--- src/rtl/demux1to2_5bits_stream.sv ---
// Registered 1-to-2 stream demultiplexer: each input word is steered by in_sel into one of
// two independent single-entry output registers, each with its own delivered-word counter.
module demux1to2_5bits_stream #(
  parameter int WIDTH = 5,
  parameter int CNT_W = 8
) (
  input  logic             clk,
  input  logic             reset,
  input  logic [WIDTH-1:0] in_data,
  input  logic             in_sel,
  input  logic             in_valid,
  output logic             in_ready,
  output logic [WIDTH-1:0] out0_data,
  output logic             out0_valid,
  input  logic             out0_ready,
  output logic [WIDTH-1:0] out1_data,
  output logic             out1_valid,
  input  logic             out1_ready,
  output logic [CNT_W-1:0] out0_count,
  output logic [CNT_W-1:0] out1_count
);

  logic free0, free1;
  logic accept, load0, load1;
  logic deliver0, deliver1;

  function automatic logic [CNT_W-1:0] wrap_inc(input logic [CNT_W-1:0] cnt);
    wrap_inc = cnt + {{(CNT_W-1){1'b0}}, 1'b1};
  endfunction

  // A channel can take a word when empty, or when its current word leaves this cycle.
  assign free0    = !out0_valid || out0_ready;
  assign free1    = !out1_valid || out1_ready;
  assign in_ready = !reset && (in_sel ? free1 : free0);

  assign accept   = in_valid && in_ready;
  assign load0    = accept && !in_sel;
  assign load1    = accept && in_sel;
  assign deliver0 = out0_valid && out0_ready;
  assign deliver1 = out1_valid && out1_ready;

  // Output register stage, channel 0
  always_ff @(posedge clk) begin
    if (reset) begin
      out0_data  <= '0;
      out0_valid <= 1'b0;
      out0_count <= '0;
    end else begin
      if (load0) begin
        out0_data  <= in_data;
        out0_valid <= 1'b1;
      end else if (deliver0) begin
        out0_valid <= 1'b0;
      end
      if (deliver0) out0_count <= wrap_inc(out0_count);
    end
  end

  // Output register stage, channel 1
  always_ff @(posedge clk) begin
    if (reset) begin
      out1_data  <= '0;
      out1_valid <= 1'b0;
      out1_count <= '0;
    end else begin
      if (load1) begin
        out1_data  <= in_data;
        out1_valid <= 1'b1;
      end else if (deliver1) begin
        out1_valid <= 1'b0;
      end
      if (deliver1) out1_count <= wrap_inc(out1_count);
    end
  end

endmodule

--- config.mk ---
export PLATFORM = sky130hd
export DESIGN_NAME = demux1to2_5bits_stream
export DESIGN_NICKNAME = d
export VERILOG_FILES = /design/src/rtl/demux1to2_5bits_stream.sv
export SDC_FILE = /design/constraint.sdc
export NUM_CORES = 1
export LEC_CHECK = 0
export ABC_AREA = 1
export BUFFER_PORTS_ARGS = -buffer_cell sky130_fd_sc_hd__buf_2
export CORE_MARGIN = 2
export CORE_UTILIZATION = 49
export CTS_CLUSTER_SIZE = 24
export DETAILED_ROUTE_END_ITERATION = 8
export HOLD_SLACK_MARGIN = 0.02
export MAX_ROUTING_LAYER = met4
export PLACE_DENSITY = 0.81
export SLEW_MARGIN = 20
export SYNTH_ARGS = -nofsm -noshare
export SYNTH_HDL_FRONTEND = slang
export SYNTH_SLANG_ARGS = --single-unit
--- constraint.sdc ---
create_clock -name clk -period 1.5 [get_ports clk]
set_input_delay 0.45 -clock clk [delete_from_list [all_inputs] [get_ports clk]]
set_output_delay 0.45 -clock clk [all_outputs]
set_load 0.03 [all_outputs]
==> summary.md <==
| Metric | Value |
|---|---|
| Top_reg_cell synth | dfxtp_1 |
| Final setup violation count | 1 |
| Gr usage total | between 20% and 30% |
| Sequential share of the synthesized area | between 40% and 50% |
| Placed wire-length estimate | between 1.5 and 2 mm |
| Number of synthesized flops with an enable pin | 0 |
| Vias in the first global route | between 1,000 and 1,500 |
| F_max | between 600 and 700 MHz |
| Critical Path RT | between 1 and 1.5 ns |
| Syn_nets | approximately 190 |
| Part of the power in combinational logic | a little under an eighth |
| Number of synthesized register bits | 28 |
| CTS tree | yes |
| Worst path cell trace | nand2_2 -> nor2_4 -> nor2_4 -> buf_6 |
| Net Sw Frac | approximately a quarter |
| Worst relative slew slack | 80.3% |
| Pleak | roughly 0.84 nW |
| RSZ-0062 raised after global routing | yes |
| Final hold vios | 0 |
| Post-synth top cells | nor2_1 (38), nand2_1 (35), dfxtp_1 (28), inv_1 (24), a21oi_1 (15) |
| CP max FO | 2 |
| Int Power | between 1 and 1.5 mW |
| Post-cts hold buffer count | 0 |
| Routed WL | approximately 2.7 mm |
| Slowest stage cell on the critical path | dfxtp_2 |
| Yosys Warn Count | 0 |
| Vias per cell | 4.91 |
| Number of H-tree levels | 1 |
| DRT iter0 DRCs | 24 |
| First-pass GRT wire length | approximately 4.3 mm |
| Share of layout cells above drive strength 1 | 31.3% |
| Area delta synth->final | 30.3% |
| Top cells by area, synth | dfxtp_1 (44%), nor2_1 (11%), nand2_1 (10%) |
| CTS Sinks | 28 |
| Clk slew on worst S/H paths | ~0.15 ns |
| N_diodes | 0 |
| Full die area | 3000 um^2 |
| Yosys top cell area share | around 44% |
| Largest net degree at the start of global routing | 22 |
| Drt first pass iters | 6 |
| Final worst path period need | roughly 1.5 ns |
| CP startpoint kind | register |
| Critical path class | reg2out |
| Worst clock skew | roughly 0.0017 ns |
| Die height | approximately 55 um |
| DIE WIDTH | between 50 and 60 um |
| Crit path top cell by count | nor2_4 |
| Core ar. | between 2000 and 2500 um^2 |
| Pwr/cell area | around 880 nW/um^2 |
| Worst VDD drop | roughly 0.73 mV |
| Largest stage delay, worst path | 0.35 ns |
| Cts bufs inserted | 3 |
| Vias | roughly 1,300 |
| Power share of the clock group | approximately a third |
| Initial antenna violation count | 0 |
| Psw | roughly 350 uW |
| Routability Congestion | about 0.85 |
| GR Overflow Total | 0 |
| Post-DR wirelength/cell | roughly 10 um |
| DRC viols | 0 |
| Ports | 40 |
| Max Cap Viol | 0 |
| Worst slew pin tran | 0.294 ns |
| I/O Buffers | 39 |
| Flop pwr share | a little over half |
| Hold slack | 0.429 ns |
| Synth Instances | 179 |
| Violated checks | negative setup slack |
| Distinct cells, synth | 22 |
| Crit path max-delay family | flip-flops |
| Longest Clk Path Bufs | 2 |
| Status | complete, but fails checks |
| Hold Crit Class | in2reg |
| Crit end category | primary output |
| CP arrival | 1.08 ns |
| Final Max Tran Viols | 0 |
| Post-route ant nets | 0 |
| Avg Cell Area, Syn | a little over 7 um^2 |
| CP Buf/Inv Count | 1 |
| Count leader, synth | nor2_1 |
| Fin nets | roughly 240 |
| Clk root buf | clkbuf_4 |
| Rows | 18 |
| Setup TNS | -0.0345 ns |
| Async SR Flop Fraction | 0% |
| Initial Util | between 50 and 60% |
| Post-synth top area cell | dfxtp_1 |
| Clock Latency Late Sink | approximately 0.33 ns |
| Setup WS post-layout | -0.0345 ns |
| Final period util | 102% |
| Mapped cell area | about 1300 um^2 |
==> tightest hold or removal path, stage by stage <==
cell     delay (ns)
buf_2          0.09
inv_1          0.06
nand2_1        0.08
a21oi_1        0.07
==> power by group through the flow <==
stage          clock [mW]  combinational (mW)  sequential (mW)
2_1_floorplan           0              0.0701            0.820
3_3_place_gp            0               0.155            0.788
3_5_place_dp            0               0.157            0.788
4_1_cts             0.510               0.170            0.771
5_1_grt             0.536               0.192            0.774
6_report            0.503               0.174            0.772
==> kinds of logic after synthesis <==
group | synth area share [%]
DFF | 44.3
AOI/OAI and AO/OA | 9.30
and+or+nand+nor | 34.4
adders and majority gates | 1.98
buffers and inverters | 9.99
==> cell usage in the layout, fill, tap and decap left out <==
cell type | synthesis | layout
nand4_1 | 9 | 9
inv_1 | 24 | 24
bufinv_16 | 0 | 1
nand3b_1 | 1 | 1
nor3_1 | 1 | 1
nand3_1 | 5 | 4
nand4_2 | 1 | 1
dfxtp_1 | 28 | 24
nor2_1 | 38 | 37
nand2_2 | 1 | 3
a21oi_1 | 15 | 15
nand2_1 | 35 | 33
buf_2 | 2 | 37
nor3_4 | 1 | 1
o21bai_1 | 1 | 1
buf_6 | 1 | 1
nand3_2 | 1 | 2
ha_1 | 2 | 2
inv_2 | 2 | 2
buf_4 | 1 | 12
dfxtp_2 | 0 | 4
o21ai_0 | 7 | 7
clkbuf_4 | 0 | 4
nor3_2 | 1 | 1
nor2_4 | 0 | 2
nor2_2 | 2 | 1
==> registers in the layout (all words and copies together), names as in the netlist <==
signal and cells:
out0_count 8, out0_data 5, out0_valid 1, out1_count 8
out1_data 5, out1_valid 1
==> cell type report <==
| type | instances | area, um^2 |
|---|---|---|
| Clock inverter | 1 | 30.0 |
| Inverter | 26 | 97.6 |
| Multi-Input combinational cell | 121 | 601 |
| Clock buffer | 3 | 22.5 |
| Timing Repair Buffer | 51 | 294 |
| Fill cell | 239 | 807 |
| Sequential cell | 28 | 566 |
| Tap cell | 30 | 37.5 |
==> worst paths after layout <==
| kind | startpoint | endpoint | slack, ns | cells after the start |
|---|---|---|---|---|
| worst min register to register | out0_count[4] | out0_count[4] | 0.48 | 1 |
| worst max register to register | out1_count[0] | out1_count[4] | 0.18 | 6 |
| worst min-delay path | out1_ready | out1_valid | 0.43 | 4 |
| worst max-delay path | out0_valid | in_ready | -0.03 | 4 |
==> through the flow <==
stage | instance area (um^2) | total power [mW] | instances | utilization (%) | worst slack [ns]
6_report | 1650 | 1.45 | 260 | 67.1 | -0.0345
5_1_grt | 1650 | 1.50 | 260 | 67.1 | -0.0734
4_1_cts | 1630 | 1.45 | 259 | 66.3 | -0.0470
3_5_place_dp | 1520 | 0.945 | 251 | 62.0 | -0.123
3_3_place_gp | 1520 | 0.942 | 251 | 62.0 | -0.0913
2_1_floorplan | 1260 | 0.890 | 179 | - | 0.00318
==> routing by layer <==
layer	part of all wire [%]	global-route usage [%]
met5	0	-
met4	1.2	7.50
met3	4.2	2.46
met2	47	34.1
met1	48	25.1
==> timing repair <==
action / 4_1_cts / 5_1_grt
pin swaps: 3 / 2
resized for setup: 8 / 5
setup endpoints to repair: 1 / 4
buffers inserted: 4 / 1
No activity file was read; power rests on OpenSTA's default activity.
